===== src/rtl/spi_slave_if_if.sv =====
// Pin and word-handshake bundle between an SPI master model/pins and the spi_slave_if responder.
interface spi_slave_if_if #(
    parameter int DATA_W = 16
) ();
    logic              sclk;
    logic              cs_n;
    logic              mosi;
    logic              miso;
    logic [DATA_W-1:0] tx_data;
    logic              tx_valid;
    logic              tx_ready;
    logic [DATA_W-1:0] rx_data;
    logic              rx_valid;
    logic              tx_underrun;
    logic              frame_err;
    logic              busy;

    modport slave (
        input  sclk, cs_n, mosi, tx_data, tx_valid,
        output miso, tx_ready, rx_data, rx_valid, tx_underrun, frame_err, busy
    );

    modport master (
        output sclk, cs_n, mosi, tx_data, tx_valid,
        input  miso, tx_ready, rx_data, rx_valid, tx_underrun, frame_err, busy
    );
endinterface


===== src/rtl/spi_slave_if.sv =====
// Oversampled SPI mode-0 slave with a one-deep TX holding buffer.
// Build option SPI_SLV_LSB_FIRST_EN: shift LSB first (default MSB first).
module spi_slave_if #(
    parameter int                DATA_W     = 16,
    parameter logic [DATA_W-1:0] DEFAULT_TX = {DATA_W{1'b0}}
) (
    input  logic          clk,
    input  logic          rst,
    spi_slave_if_if.slave bus
);
    localparam int               IDX_W    = $clog2(DATA_W);
    localparam int               CNT_W    = IDX_W + 1;
    localparam logic [CNT_W-1:0] LAST_CNT = CNT_W'(DATA_W);
`ifdef SPI_SLV_LSB_FIRST_EN
    localparam int               FIRST_IDX = 0;
`else
    localparam int               FIRST_IDX = DATA_W - 1;
`endif

    typedef enum logic [1:0] {
        ST_IDLE  = 2'd0,
        ST_SHIFT = 2'd1,
        ST_DONE  = 2'd2
    } state_t;

    state_t            state_r;
    logic [2:0]        sclk_sync_r;
    logic [2:0]        cs_sync_r;
    logic [1:0]        mosi_sync_r;
    logic              sclk_rise_r;
    logic              sclk_fall_r;
    logic              cs_rise_r;
    logic              cs_fall_r;
    logic [CNT_W-1:0]  bit_cnt_r;
    logic [DATA_W-1:0] tx_word_r;
    logic [DATA_W-1:0] rx_sh_r;
    logic [DATA_W-1:0] rx_data_r;
    logic [DATA_W-1:0] buf_data_r;
    logic              buf_full_r;
    logic              tx_ready_r;
    logic              miso_r;
    logic              rx_valid_r;
    logic              tx_underrun_r;
    logic              frame_err_r;
    logic              busy_r;

    logic              frame_start_s;
    logic              tx_hs_s;
    logic [DATA_W-1:0] tx_load_s;
    logic [IDX_W-1:0]  bit_idx_s;
    logic [DATA_W-1:0] rx_next_s;

    // Synchronizers plus registered edge flags; cs chain resets low so a frame
    // already running when reset releases is not mistaken for a new cs_n fall.
    always_ff @(posedge clk or negedge rst) begin
        if (!rst) begin
            sclk_sync_r <= 3'b000;
            cs_sync_r   <= 3'b000;
            mosi_sync_r <= 2'b00;
            sclk_rise_r <= 1'b0;
            sclk_fall_r <= 1'b0;
            cs_rise_r   <= 1'b0;
            cs_fall_r   <= 1'b0;
        end else begin
            sclk_sync_r <= {sclk_sync_r[1:0], bus.sclk};
            cs_sync_r   <= {cs_sync_r[1:0], bus.cs_n};
            mosi_sync_r <= {mosi_sync_r[0], bus.mosi};
            sclk_rise_r <= sclk_sync_r[1] & ~sclk_sync_r[2];
            sclk_fall_r <= ~sclk_sync_r[1] & sclk_sync_r[2];
            cs_rise_r   <= cs_sync_r[1] & ~cs_sync_r[2];
            cs_fall_r   <= ~cs_sync_r[1] & cs_sync_r[2];
        end
    end

    // Frame-start/handshake decode and the bit position addressed by the counter.
    always_comb begin
        frame_start_s = (state_r == ST_IDLE) && cs_fall_r;
        tx_hs_s       = bus.tx_valid && tx_ready_r;
        if (buf_full_r) begin
            tx_load_s = buf_data_r;
        end else begin
            tx_load_s = DEFAULT_TX;
        end
`ifdef SPI_SLV_LSB_FIRST_EN
        bit_idx_s = bit_cnt_r[IDX_W-1:0];
`else
        bit_idx_s = IDX_W'(DATA_W - 1) - bit_cnt_r[IDX_W-1:0];
`endif
        rx_next_s            = rx_sh_r;
        rx_next_s[bit_idx_s] = mosi_sync_r[1];
    end

    // Holding buffer: a handshake on the frame-start cycle still lands and waits for the next frame.
    always_ff @(posedge clk or negedge rst) begin
        if (!rst) begin
            buf_data_r <= {DATA_W{1'b0}};
            buf_full_r <= 1'b0;
            tx_ready_r <= 1'b1;
        end else if (tx_hs_s) begin
            buf_data_r <= bus.tx_data;
            buf_full_r <= 1'b1;
            tx_ready_r <= 1'b0;
        end else if (frame_start_s) begin
            buf_full_r <= 1'b0;
            tx_ready_r <= 1'b1;
        end else begin
            buf_full_r <= buf_full_r;
            tx_ready_r <= tx_ready_r;
        end
    end

    // Frame state machine with registered pin and status outputs.
    always_ff @(posedge clk or negedge rst) begin
        if (!rst) begin
            state_r       <= ST_IDLE;
            bit_cnt_r     <= {CNT_W{1'b0}};
            tx_word_r     <= {DATA_W{1'b0}};
            rx_sh_r       <= {DATA_W{1'b0}};
            rx_data_r     <= {DATA_W{1'b0}};
            miso_r        <= 1'b0;
            rx_valid_r    <= 1'b0;
            tx_underrun_r <= 1'b0;
            frame_err_r   <= 1'b0;
            busy_r        <= 1'b0;
        end else begin
            rx_valid_r    <= 1'b0;
            tx_underrun_r <= 1'b0;
            frame_err_r   <= 1'b0;
            case (state_r)
                ST_IDLE: begin
                    if (cs_fall_r) begin
                        tx_word_r     <= tx_load_s;
                        miso_r        <= tx_load_s[FIRST_IDX];
                        rx_sh_r       <= {DATA_W{1'b0}};
                        bit_cnt_r     <= {CNT_W{1'b0}};
                        tx_underrun_r <= ~buf_full_r;
                        busy_r        <= 1'b1;
                        state_r       <= ST_SHIFT;
                    end else begin
                        miso_r <= 1'b0;
                        busy_r <= 1'b0;
                    end
                end
                ST_SHIFT: begin
                    if (cs_rise_r) begin
                        frame_err_r <= 1'b1;
                        busy_r      <= 1'b0;
                        miso_r      <= 1'b0;
                        state_r     <= ST_IDLE;
                    end else if (sclk_rise_r) begin
                        rx_sh_r   <= rx_next_s;
                        bit_cnt_r <= bit_cnt_r + {{(CNT_W-1){1'b0}}, 1'b1};
                        // Last bit: publish the word directly so rx_valid comes one cycle after detection.
                        if ((bit_cnt_r + {{(CNT_W-1){1'b0}}, 1'b1}) == LAST_CNT) begin
                            rx_data_r  <= rx_next_s;
                            rx_valid_r <= 1'b1;
                            busy_r     <= 1'b0;
                            miso_r     <= 1'b0;
                            state_r    <= ST_DONE;
                        end else begin
                            state_r <= ST_SHIFT;
                        end
                    end else if (sclk_fall_r) begin
                        miso_r <= tx_word_r[bit_idx_s];
                    end else begin
                        state_r <= ST_SHIFT;
                    end
                end
                ST_DONE: begin
                    miso_r  <= 1'b0;
                    state_r <= ST_IDLE;
                end
                default: begin
                    miso_r  <= 1'b0;
                    busy_r  <= 1'b0;
                    state_r <= ST_IDLE;
                end
            endcase
        end
    end

    assign bus.miso        = miso_r;
    assign bus.tx_ready    = tx_ready_r;
    assign bus.rx_data     = rx_data_r;
    assign bus.rx_valid    = rx_valid_r;
    assign bus.tx_underrun = tx_underrun_r;
    assign bus.frame_err   = frame_err_r;
    assign bus.busy        = busy_r;
endmodule


===== src/flat_wrapper.sv =====
// flat-port wrapper written by rule: the top's interface ports become plain ports
module spi_slave_if_flat 
#(
    parameter int                DATA_W     = 16,
    parameter logic [DATA_W-1:0] DEFAULT_TX = {DATA_W{1'b0}}
)
  (clk, rst, bus_sclk, bus_cs_n, bus_mosi, bus_tx_data, bus_tx_valid, bus_miso, bus_tx_ready, bus_rx_data, bus_rx_valid, bus_tx_underrun, bus_frame_err, bus_busy);
  spi_slave_if_if #(.DATA_W(DATA_W)) bus_i ();
  input  logic clk;
  input  logic rst;
  input wire logic [$bits(bus_i.sclk)-1:0] bus_sclk;
  input wire logic [$bits(bus_i.cs_n)-1:0] bus_cs_n;
  input wire logic [$bits(bus_i.mosi)-1:0] bus_mosi;
  input wire logic [$bits(bus_i.tx_data)-1:0] bus_tx_data;
  input wire logic [$bits(bus_i.tx_valid)-1:0] bus_tx_valid;
  output wire logic [$bits(bus_i.miso)-1:0] bus_miso;
  output wire logic [$bits(bus_i.tx_ready)-1:0] bus_tx_ready;
  output wire logic [$bits(bus_i.rx_data)-1:0] bus_rx_data;
  output wire logic [$bits(bus_i.rx_valid)-1:0] bus_rx_valid;
  output wire logic [$bits(bus_i.tx_underrun)-1:0] bus_tx_underrun;
  output wire logic [$bits(bus_i.frame_err)-1:0] bus_frame_err;
  output wire logic [$bits(bus_i.busy)-1:0] bus_busy;
  assign bus_i.sclk = bus_sclk;
  assign bus_i.cs_n = bus_cs_n;
  assign bus_i.mosi = bus_mosi;
  assign bus_i.tx_data = bus_tx_data;
  assign bus_i.tx_valid = bus_tx_valid;
  assign bus_miso = bus_i.miso;
  assign bus_tx_ready = bus_i.tx_ready;
  assign bus_rx_data = bus_i.rx_data;
  assign bus_rx_valid = bus_i.rx_valid;
  assign bus_tx_underrun = bus_i.tx_underrun;
  assign bus_frame_err = bus_i.frame_err;
  assign bus_busy = bus_i.busy;
  spi_slave_if #(.DATA_W(DATA_W), .DEFAULT_TX(DEFAULT_TX)) u_core (.clk(clk), .rst(rst), .bus(bus_i));
endmodule

===== config.mk =====
export PLATFORM = sky130hd
export DESIGN_NAME = spi_slave_if_flat
export DESIGN_NICKNAME = d
export VERILOG_FILES = /design/src/rtl/spi_slave_if_if.sv /design/src/rtl/spi_slave_if.sv /design/src/flat_wrapper.sv
export SDC_FILE = /design/constraint.sdc
export NUM_CORES = 1
export LEC_CHECK = 0
export ABC_CLOCK_PERIOD_IN_PS = 1900
export CORE_UTILIZATION = 40
export DETAILED_ROUTE_END_ITERATION = 16
export GPL_ROUTABILITY_DRIVEN = 0
export GPL_TIMING_DRIVEN = 0
export HOLD_SLACK_MARGIN = 0.1
export MAX_ROUTING_LAYER = met4
export PLACE_DENSITY = 0.57
export SLEW_MARGIN = 10
export SYNTH_ARGS = -nofsm -noshare
export SYNTH_HDL_FRONTEND = slang
export SYNTH_SLANG_ARGS = --single-unit

===== constraint.sdc =====
create_clock -name clk -period 1.9 [get_ports clk]
set_input_delay 0.285 -clock clk [delete_from_list [all_inputs] [get_ports clk]]
set_output_delay 0.285 -clock clk [all_outputs]
set_load 0.02 [all_outputs]

### Word level (Yosys, flattened, before mapping)

Index checks and enable logic that the tools add are counted.

* register bits after elaboration: 90
* output and inout bits: 22
* word-level logic and storage cells: 100

* add/sub/neg operators: 2
* $lt $le $gt $ge: 2
* muxes and demuxes: 42
* equality and inequality tests: 11
* bitwise gates (word level): 11
* reductions and logical operators: 12

Operator list (number)
* $mux 16: 4
* $pmux 16 s2: 1
* $mux 1: 22
* $bwmux 16: 1
* $mux 5: 3
* $mux 2: 5
* $pmux 5 s2: 1
* $reduce_and 4->1: 2
* $not 1->1: 7
* $ne 3x1->1 const B: 2
* $reduce_and 2->1: 3
* $add 5x1->5 const B: 1
* $eq 5x5->1 const B: 1
* $lt 4x5->1 const B: 1
* $and 1x1->1: 4
* $bmux 1 s4: 1
* $demux 1 s4: 1
* $ge 4x1->1 const B: 1
* $ne 2x1->1 const B: 2
* $ne 4x1->1 const B: 1
* $ne 4x3->1 const B: 1
* $ne 4x4->1 const B: 1
* $pmux 2 s2: 1
* $reduce_bool 2->1: 2
* other kinds (9): 11

### Logic depth before layout (Yosys ltp)

Gate-level depths: netlist (run 1).

* word-level depth: 9
* gate-level depth with buffers: 7
* gate-level depth less buffers: 6

### Worst setup path after synthesis (run 1)

Ideal clock, no wire load.

* path type: reg2reg
* from: reg u_core.bit_cnt_r[0]
* to: reg u_core.miso_r, in the netlist u_core.bus.miso
* data required time: 1.775 ns
* clock period less this slack: 1.695 ns
* data arrival time: 1.570 ns
* path slack: 0.205 ns
* buffers on the path: 1
* cell stages (with the launch flop): 7
* cell sequence: dfrtp_1 buf_4 mux4_2 mux2i_1 or4_1 nand3_1 mux2_2

* longest elaborated chain between the ends: 7

RTL lines
* start, declared: line spi_slave_if.sv:34 `logic [CNT_W-1:0] bit_cnt_r;`
* start signal, assigned: line spi_slave_if.sv:116 `bit_cnt_r <= {CNT_W{1'b0}};`
* start signal, assigned: line spi_slave_if.sv:135 `bit_cnt_r <= {CNT_W{1'b0}};`
* start signal, assigned: line spi_slave_if.sv:152 `bit_cnt_r <= bit_cnt_r + {{(CNT_W-1){1'b0}}, 1'b1};`
* $sub 4x4->4: line spi_slave_if.sv:87 `bit_idx_s = IDX_W'(DATA_W - 1) - bit_cnt_r[IDX_W-1:0];`
* $bmux 1 s4: line spi_slave_if.sv:164 `miso_r <= tx_word_r[bit_idx_s];`
* $mux 1 (not written as such): line spi_slave_if.sv:164
* $mux 1: line spi_slave_if.sv:163 `end else if (sclk_fall_r) begin`
* $mux 1: line spi_slave_if.sv:150 `end else if (sclk_rise_r) begin`
* $mux 1: line spi_slave_if.sv:145 `if (cs_rise_r) begin`
* $pmux 1 s2: line spi_slave_if.sv:129 `case (state_r)`
* end signal, assigned: line spi_slave_if.sv:133 `miso_r <= tx_load_s[FIRST_IDX];`
* end signal, assigned: line spi_slave_if.sv:164
* end, declared: line spi_slave_if.sv:41 `logic miso_r;`

Several ways; a longest one is shown, not always the timed one. The select of a mux whose other input is x is not followed.
A chain may end at the register's enable or synchronous reset.

### Final worst setup path (run 1)

Same ends and word-level chain as after synthesis.

==> results.txt, run 1 <==
----------------------------------------------------
[Synthesis]
  Number of register bits inferred by synthesis ... 90
  Synth area leaders ... sky130_fd_sc_hd__dfrtp_1 58%, sky130_fd_sc_hd__nand2_1 6.8%, sky130_fd_sc_hd__o21ai_0 5.1%
  Proportion of synthesized area in mux cells ... 11.6%
  Share of Yosys cell area claimed by the top area cell type ... 57.7%
  Post-synthesis xor/xnor area fraction ... 0.454%
  Simple-Gate Fraction of Synth Area ... 14.2%
  Synth Area per Inst ... 10.8 um^2
  Synthesized Nets ... 385
  Synth Cell Area ... 3860 um^2
  Sequential cell area fraction in the yosys report ... 58.4%
  Ys Warns ... 0
  Area fraction in compound gates after synthesis ... 10.8%
  Number of distinct library cell variants in the gate-level netlist after synthesis ... 39
  Cell type with the highest aggregate area in the netlist ... sky130_fd_sc_hd__dfrtp_1
  Post-synthesis adder-cell area fraction ... 1.62%
  Dominant combinational cell family by area after synthesis ... simple AND/OR/NAND/NOR gates
  Mapped Cells ... 358

[STA]
  Worst slew margin relative to its limit ... 66.2%
  Minimum period implied by the final worst setup slack ... 1.83 ns
  Setup-failing EPs final ... 0
  Min setup slack post-route ... 0.0704 ns
  Slew Limit Fails ... 0
  Worst slew pin tran ... 0.507 ns
  Post-Route Hold Slack ... 0.348 ns
  Hold Vio Cnt, Final ... 0
  Fmax achieved ... 0.547 GHz
  Summed negative setup slack over all endpoints ... 0 ns
  Clock tree skew after final layout ... 0.0111 ns
  Portion of the clock cycle consumed by the worst path in the final layout ... 96.3%
  RSZ-0062 raised after global routing ... yes

[GRT]
  Maximum number of pins on one net before global-route repair ... 64
  Global route overflow ... 0
  Total track usage ... 18.0%
  Wire length of the first global-routing pass ... 13.5 mm
  Vias in the first global route ... 2833
  Initial antenna violation count ... 0

[Die]
  Die outline width ... 100 um
  Starting density of the core ... 41.6%
  Overall die height ... 100 um
  Site Rows ... 35
  I/O pin count ... 44
  Floorplan die area ... 10000 um^2
  Core box area ... 9280 um^2

[Placement]
  Port Buf Inserts ... 43
  Minimum setup slack after placement ... -0.294 ns
  Number of placed instances with taps included ... 531
  Dpl hpwl ... 5.49 mm

[Detailed routing]
  Via Count ... 2737
  Vias per cell ... 4.93
  Average wire per standard cell ... 14.4 um
  Violation count after the first detailed-route iteration ... 119
  Post-detailed-routing wire length ... 8.02 mm
  Post-detailed-route count of antenna-violating nets ... 0
  DRC violations left ... 0
  Drt first pass iters ... 4

[Outcome]
  Outcome ... finished, final reports clean

[Finish]
  Final standard cell utilization of the core ... 51.3%
  Number of cells in the finished layout apart from fillers ... 555
  N_diodes ... 0
  Final nets ... 448
  Area growth, synth to finish ... 23.3%
  Layout cell share with drive strength beyond 1 ... 15.7%

[Clocking]
  Clk Latency, worst-skew pair ... 0.37 ns
  Number of sinks driven by the clock tree ... 90
  Clock-pin slew of the registers on the worst-case setup and hold paths ... 0.10 ns
  Number of buffers created by CTS ... 9
  Root cell of the clock tree ... sky130_fd_sc_hd__clkbuf_8
  Depth of the CTS H-tree ... 3
  CTS max path bufs ... 2
  Clock tree from TritonCTS ... done

[Flow run]
  Count of max-cap constraint violations ... 0

[Power and ir drop]
  Power density cells ... 1100 nW/um^2
  Leakage ... 2.19 nW
  Highest ir drop seen on vdd ... 0.000566 V

[Critical path]
  Reg2reg end ... u_core.bus.miso
  Data required, critical path ... 2.16 ns
  Critical path data arrival time ... 2.09 ns
  Cells on worst reg2reg path ... 6
  Crit Path Max Fanout ... 6
  Endpoint kind of the worst setup timing path ... flip-flop
  R2R setup slack ... 0.07 ns
  R2r startpoint ... u_core.bit_cnt_r[0]
  Launching element type of the critical path ... flip-flop
  Launching element of the worst setup path ... u_core.bit_cnt_r[0]
  Type of the worst setup path ... flip-flop to flip-flop

[Worst hold path]
  Worst min-delay path endpoint ... u_core.sclk_sync_r[0]
  Worst hold path depth ... 1
  Type of the tightest min-delay check ... input port to flip-flop
  Hold wc startpoint ... bus_sclk

----------------------------------------------------
sequential cells by signal, summed over array words and instances, names as in the netlist, 2 cells and up:
name,flops
u_core.state_r,2
u_core.buf_data_r,16
u_core.cs_sync_r,3
u_core.rx_sh_r,16
u_core.sclk_sync_r,3
u_core.tx_word_r,16
u_core.bus.rx_data,16
u_core.mosi_sync_r,2
u_core.bit_cnt_r,5
layout by cell type, fill, tap and decap left out, drive strengths merged, types with 7 or more instances in the layout:
cell type,n
inv,13
nand3,25
nor2,7
nand2,70
o21ai,42
clkbuf,20
mux2,17
mux2i,19
dfrtp,89
buf,16
nor2b,8
clkdlybuf4s50,42
a21oi,16
cells in the mapped netlist:
cell type                   number
sky130_fd_sc_hd__xor2_1          1
sky130_fd_sc_hd__buf_4           1
sky130_fd_sc_hd__nand3_1        25
sky130_fd_sc_hd__o31ai_1         3
sky130_fd_sc_hd__a22o_1          3
sky130_fd_sc_hd__or4_1           1
sky130_fd_sc_hd__o21a_1          1
sky130_fd_sc_hd__or3b_4          1
sky130_fd_sc_hd__nor3b_1         1
sky130_fd_sc_hd__a21o_1          2
sky130_fd_sc_hd__nor3b_2         1
sky130_fd_sc_hd__nand2b_1        1
sky130_fd_sc_hd__o2bb2ai_1       1
sky130_fd_sc_hd__a311oi_1        1
sky130_fd_sc_hd__mux2_2         17
sky130_fd_sc_hd__inv_1          10
sky130_fd_sc_hd__buf_1           1
sky130_fd_sc_hd__mux2i_1        19
sky130_fd_sc_hd__o2111ai_1       1
sky130_fd_sc_hd__dfstp_2         1
sky130_fd_sc_hd__a21oi_1        16
sky130_fd_sc_hd__nand2_1        70
sky130_fd_sc_hd__nor2_1          6
sky130_fd_sc_hd__clkbuf_1       13
sky130_fd_sc_hd__a31o_2          1
sky130_fd_sc_hd__mux4_2          3
sky130_fd_sc_hd__buf_2           3
sky130_fd_sc_hd__xnor2_1         1
sky130_fd_sc_hd__and3_2          1
sky130_fd_sc_hd__o21ai_0        39
sky130_fd_sc_hd__nand4_1         1
sky130_fd_sc_hd__and3_1          2
sky130_fd_sc_hd__nor2_4          1
sky130_fd_sc_hd__dfrtp_1        89
sky130_fd_sc_hd__and2_1          1
sky130_fd_sc_hd__o21ai_1         3
sky130_fd_sc_hd__o22ai_1         3
sky130_fd_sc_hd__nor2b_1         8
sky130_fd_sc_hd__ha_1            5
cell type report:
class / count / area (um^2)
inverters: 10 / 37.5
flip-flops and latches: 90 / 2260
well taps: 129 / 161
multi-input cells: 240 / 1510
repair buffers: 52 / 518
plain buffers: 18 / 90.1
clock buffers: 9 / 124
fillers: 898 / 4520
clock inverters: 7 / 62.6
layer usage:
layer | GRT usage, % | share of wire (%)
met2 | 29.2 | 49
met1 | 22.4 | 47
met3 | 3.55 | 2.9
met4 | 6.35 | 1.3
met5 | - | 0
what timing repair did:
item | 4_1_cts | 5_1_grt
setup buffers | 2 | 5
setup endpoints to repair | 29 | 29
hold endpoints to repair | 27 | 0
gates resized for setup | 5 | 20
pin swaps | 1 | 2
hold buffers | 1 | 0
worst max path at each step:
stage	endpoint	cells past startpoint	slack (ns)
after CTS	u_core.bus.miso	6	0.008
final	u_core.bus.miso	6	0.07
after detailed placement	u_core.bus.rx_data[8]	7	-0.29
after global routing	u_core.bus.miso	6	-0.008
after floorplan	u_core.bus.miso	6	0.20
after global placement	u_core.sclk_sync_r[0]	1	-2.83
critical path: stages, from the launching register on:
cell,delay [ns]
sky130_fd_sc_hd__dfrtp_1,0.44
sky130_fd_sc_hd__buf_6,0.17
sky130_fd_sc_hd__mux4_2,0.50
sky130_fd_sc_hd__mux2i_1,0.15
sky130_fd_sc_hd__or4_1,0.13
sky130_fd_sc_hd__nand3_1,0.07
sky130_fd_sc_hd__mux2_2,0.26
where the power goes:
group / total [W] / switching [W] / internal, W
clock network: 0.00124 / 0.000740 / 0.000500
logic: 0.00143 / 0.000742 / 0.000689
registers: 0.00258 / 0.000250 / 0.00233
through the flow:
step                      power [W]  area (um^2)
after global routing        0.00559         4760
after CTS                   0.00523         4690
after floorplan             0.00351         3860
final                       0.00525         4760
after global placement      0.00392         4450
after detailed placement    0.00398         4480
cells by family after synthesis:
logic type,Yosys count
buffers and inverters,28
XOR/XNOR,2
AND/OR/NAND/NOR,120
adder cells (fa/ha/maj),5
AO/OA/AOI/OAI,74
flip-flops,90
multiplexers,39
(Power assumes the default switching activity.)
==> run 2, diff against run 1 <==
--- a/config.mk
+++ b/config.mk
@@ -13,6 +13,7 @@
 export HOLD_SLACK_MARGIN = 0.1
 export MAX_ROUTING_LAYER = met4
 export PLACE_DENSITY = 0.57
+export SKIP_CTS_REPAIR_TIMING = 1
 export SLEW_MARGIN = 10
 export SYNTH_ARGS = -nofsm -noshare
 export SYNTH_HDL_FRONTEND = slang
==> run 2 against run 1 <==
First-iteration DRC count fell by 5.9%. Count of clock-buffer cells in the layout did not move. Largest cell class unchanged. Via count barely moved. Largest power group unchanged.
==> results.txt, run 2 (synthesis gave the netlist of run 1 again) <==
----------------------------------------------------
[STA]
  Worst slew margin relative to its limit ... 67.1%
  Fmax achieved ... 0.551 GHz
  Portion of the clock cycle consumed by the worst path in the final layout ... 95.6%
  Worst slew pin tran ... 0.493 ns
  RSZ-0062 raised after global routing ... yes
  Hold Vio Cnt, Final ... 0
  Setup-failing EPs final ... 0
  Clock tree skew after final layout ... 0.00971 ns
  Post-Route Hold Slack ... 0.352 ns
  Slew Limit Fails ... 0
  Minimum period implied by the final worst setup slack ... 1.82 ns

[Detailed routing]
  Average wire per standard cell ... 14.3 um
  Post-detailed-route count of antenna-violating nets ... 0
  Via Count ... 2739
  Violation count after the first detailed-route iteration ... 112
  Vias per cell ... 4.94
  DRC violations left ... 0
  Drt first pass iters ... 4
  Post-detailed-routing wire length ... 7.94 mm

[Clocking]
  Number of sinks driven by the clock tree ... 90
  Root cell of the clock tree ... sky130_fd_sc_hd__clkbuf_8
  CTS max path bufs ... 2
  Depth of the CTS H-tree ... 3
  Number of buffers created by CTS ... 9
  Clock tree from TritonCTS ... done
  Clock-pin slew of the registers on the worst-case setup and hold paths ... 0.09 ns
  Clk Latency, worst-skew pair ... 0.36 ns

[Placement]
  Cell area after placement ... 4480 um^2
  Port Buf Inserts ... 43
  Number of placed instances with taps included ... 531
  Dpl hpwl ... 5.49 mm

[Critical path]
  Launching element type of the critical path ... flip-flop
  Endpoint kind of the worst setup timing path ... flip-flop
  Type of the worst setup path ... flip-flop to flip-flop
  Data required, critical path ... 2.15 ns
  Critical path data arrival time ... 2.07 ns
  R2R setup slack ... 0.08 ns
  Crit Path Max Fanout ... 6

[Power and ir drop]
  Highest ir drop seen on vdd ... 0.000566 V
  Power Total ... 0.00522 W
  Power density cells ... 1100 nW/um^2
  Leakage ... 2.20 nW

[GRT]
  Global route overflow ... 0
  Vias in the first global route ... 2805
  Maximum number of pins on one net before global-route repair ... 64
  Total track usage ... 17.9%
  Initial antenna violation count ... 0
  Wire length of the first global-routing pass ... 13.5 mm

[Finish]
  N_diodes ... 0
  Final nets ... 448
  Number of fill cells ... 895
  Final instance area ... 4760 um^2
  Number of cells in the finished layout apart from fillers ... 555
  Commonest non-fill, non-tap cell in the layout ... sky130_fd_sc_hd__dfrtp_1
  Layout cell share with drive strength beyond 1 ... 15.5%
  Most used cells in the layout excluding fill and tap cells ... 87 x sky130_fd_sc_hd__dfrtp_1, 70 x sky130_fd_sc_hd__nand2_1, 42 x sky130_fd_sc_hd__clkdlybuf4s50_1, 39 x sky130_fd_sc_hd__o21ai_0, 25 x sky130_fd_sc_hd__nand3_1
  Area growth, synth to finish ... 23.4%

[Die]
  Starting density of the core ... 41.6%
  Overall die height ... 100 um
  Floorplan die area ... 10000 um^2
  Die outline width ... 100 um
  Site Rows ... 35
  Core box area ... 9280 um^2
  I/O pin count ... 44

[Outcome]
  Outcome ... finished, final reports clean

[Flow run]
  Count of max-cap constraint violations ... 0

[Worst hold path]
  Type of the tightest min-delay check ... input port to flip-flop

----------------------------------------------------
==> run 2: final timing paths <==
| path | from | to | cells past startpoint |
|---|---|---|---|
| setup / recovery | u_core.bit_cnt_r[0] | u_core.bus.miso | 6 |
| hold / removal | bus_sclk | u_core.sclk_sync_r[0] | 1 |
| setup reg to reg | u_core.bit_cnt_r[0] | u_core.bus.miso | 6 |
| hold reg to reg | u_core.cs_sync_r[0] | u_core.cs_sync_r[1] | 0 |
| max in group asynchronous | rst | u_core.bus.tx_ready | 3 |
| min in group asynchronous | rst | u_core.bus.rx_data[5] | 2 |
==> run 2: cell type report <==
cell class	count	area, um^2	area share [%]
Timing Repair Buffer	52	518	10.9
Inverter	10	37.5	0.788
Clock buffer	9	124	2.60
Clock inverter	7	62.6	1.31
Multi-Input combinational cell	240	1510	31.6
Tap cell	129	161	3.39
Buffer	18	98.8	2.07
Sequential cell	90	2260	47.3
==> run 2: metal layers <==
metal | global-route usage, % | part of all wire [%] | up-vias
met1 | 22.4 | 47 | 1320
met2 | 29.0 | 49 | 47
met4 | 6.35 | 1.2 | 0
met3 | 3.62 | 2.7 | 11
li1 | - | - | 1361
met5 | - | 0 | -
==> run 2: stage by stage <==
stage / setup TNS, ns / utilization, % / worst slack [ns]
after global placement: -257.03 / 48.0 / -2.83
after floorplan: 0 / - / 0.205
after detailed placement: -4.79 / 48.2 / -0.294
after global routing: -0.0191 / 51.3 / -0.0150
final: 0 / 51.3 / 0.0836
after CTS: -5.05 / 50.2 / -0.323
==> run 2: where the power goes <==
group	switching [W]	internal, W	total [W]	leakage (nW)
sequential	0.000263	0.00233	0.00259	1.17
clock	0.000735	0.000500	0.00123	0.0859
combinational	0.000716	0.000675	0.00139	0.944
total	0.00171	0.00350	0.00522	2.20
==> run 2: worst max-delay path: stages, from the launching register on <==
cell	delay, ns
sky130_fd_sc_hd__dfrtp_1	0.43
sky130_fd_sc_hd__buf_6	0.17
sky130_fd_sc_hd__mux4_2	0.50
sky130_fd_sc_hd__mux2i_1	0.15
sky130_fd_sc_hd__or4_1	0.13
sky130_fd_sc_hd__nand3_1	0.08
sky130_fd_sc_hd__mux2_2	0.26
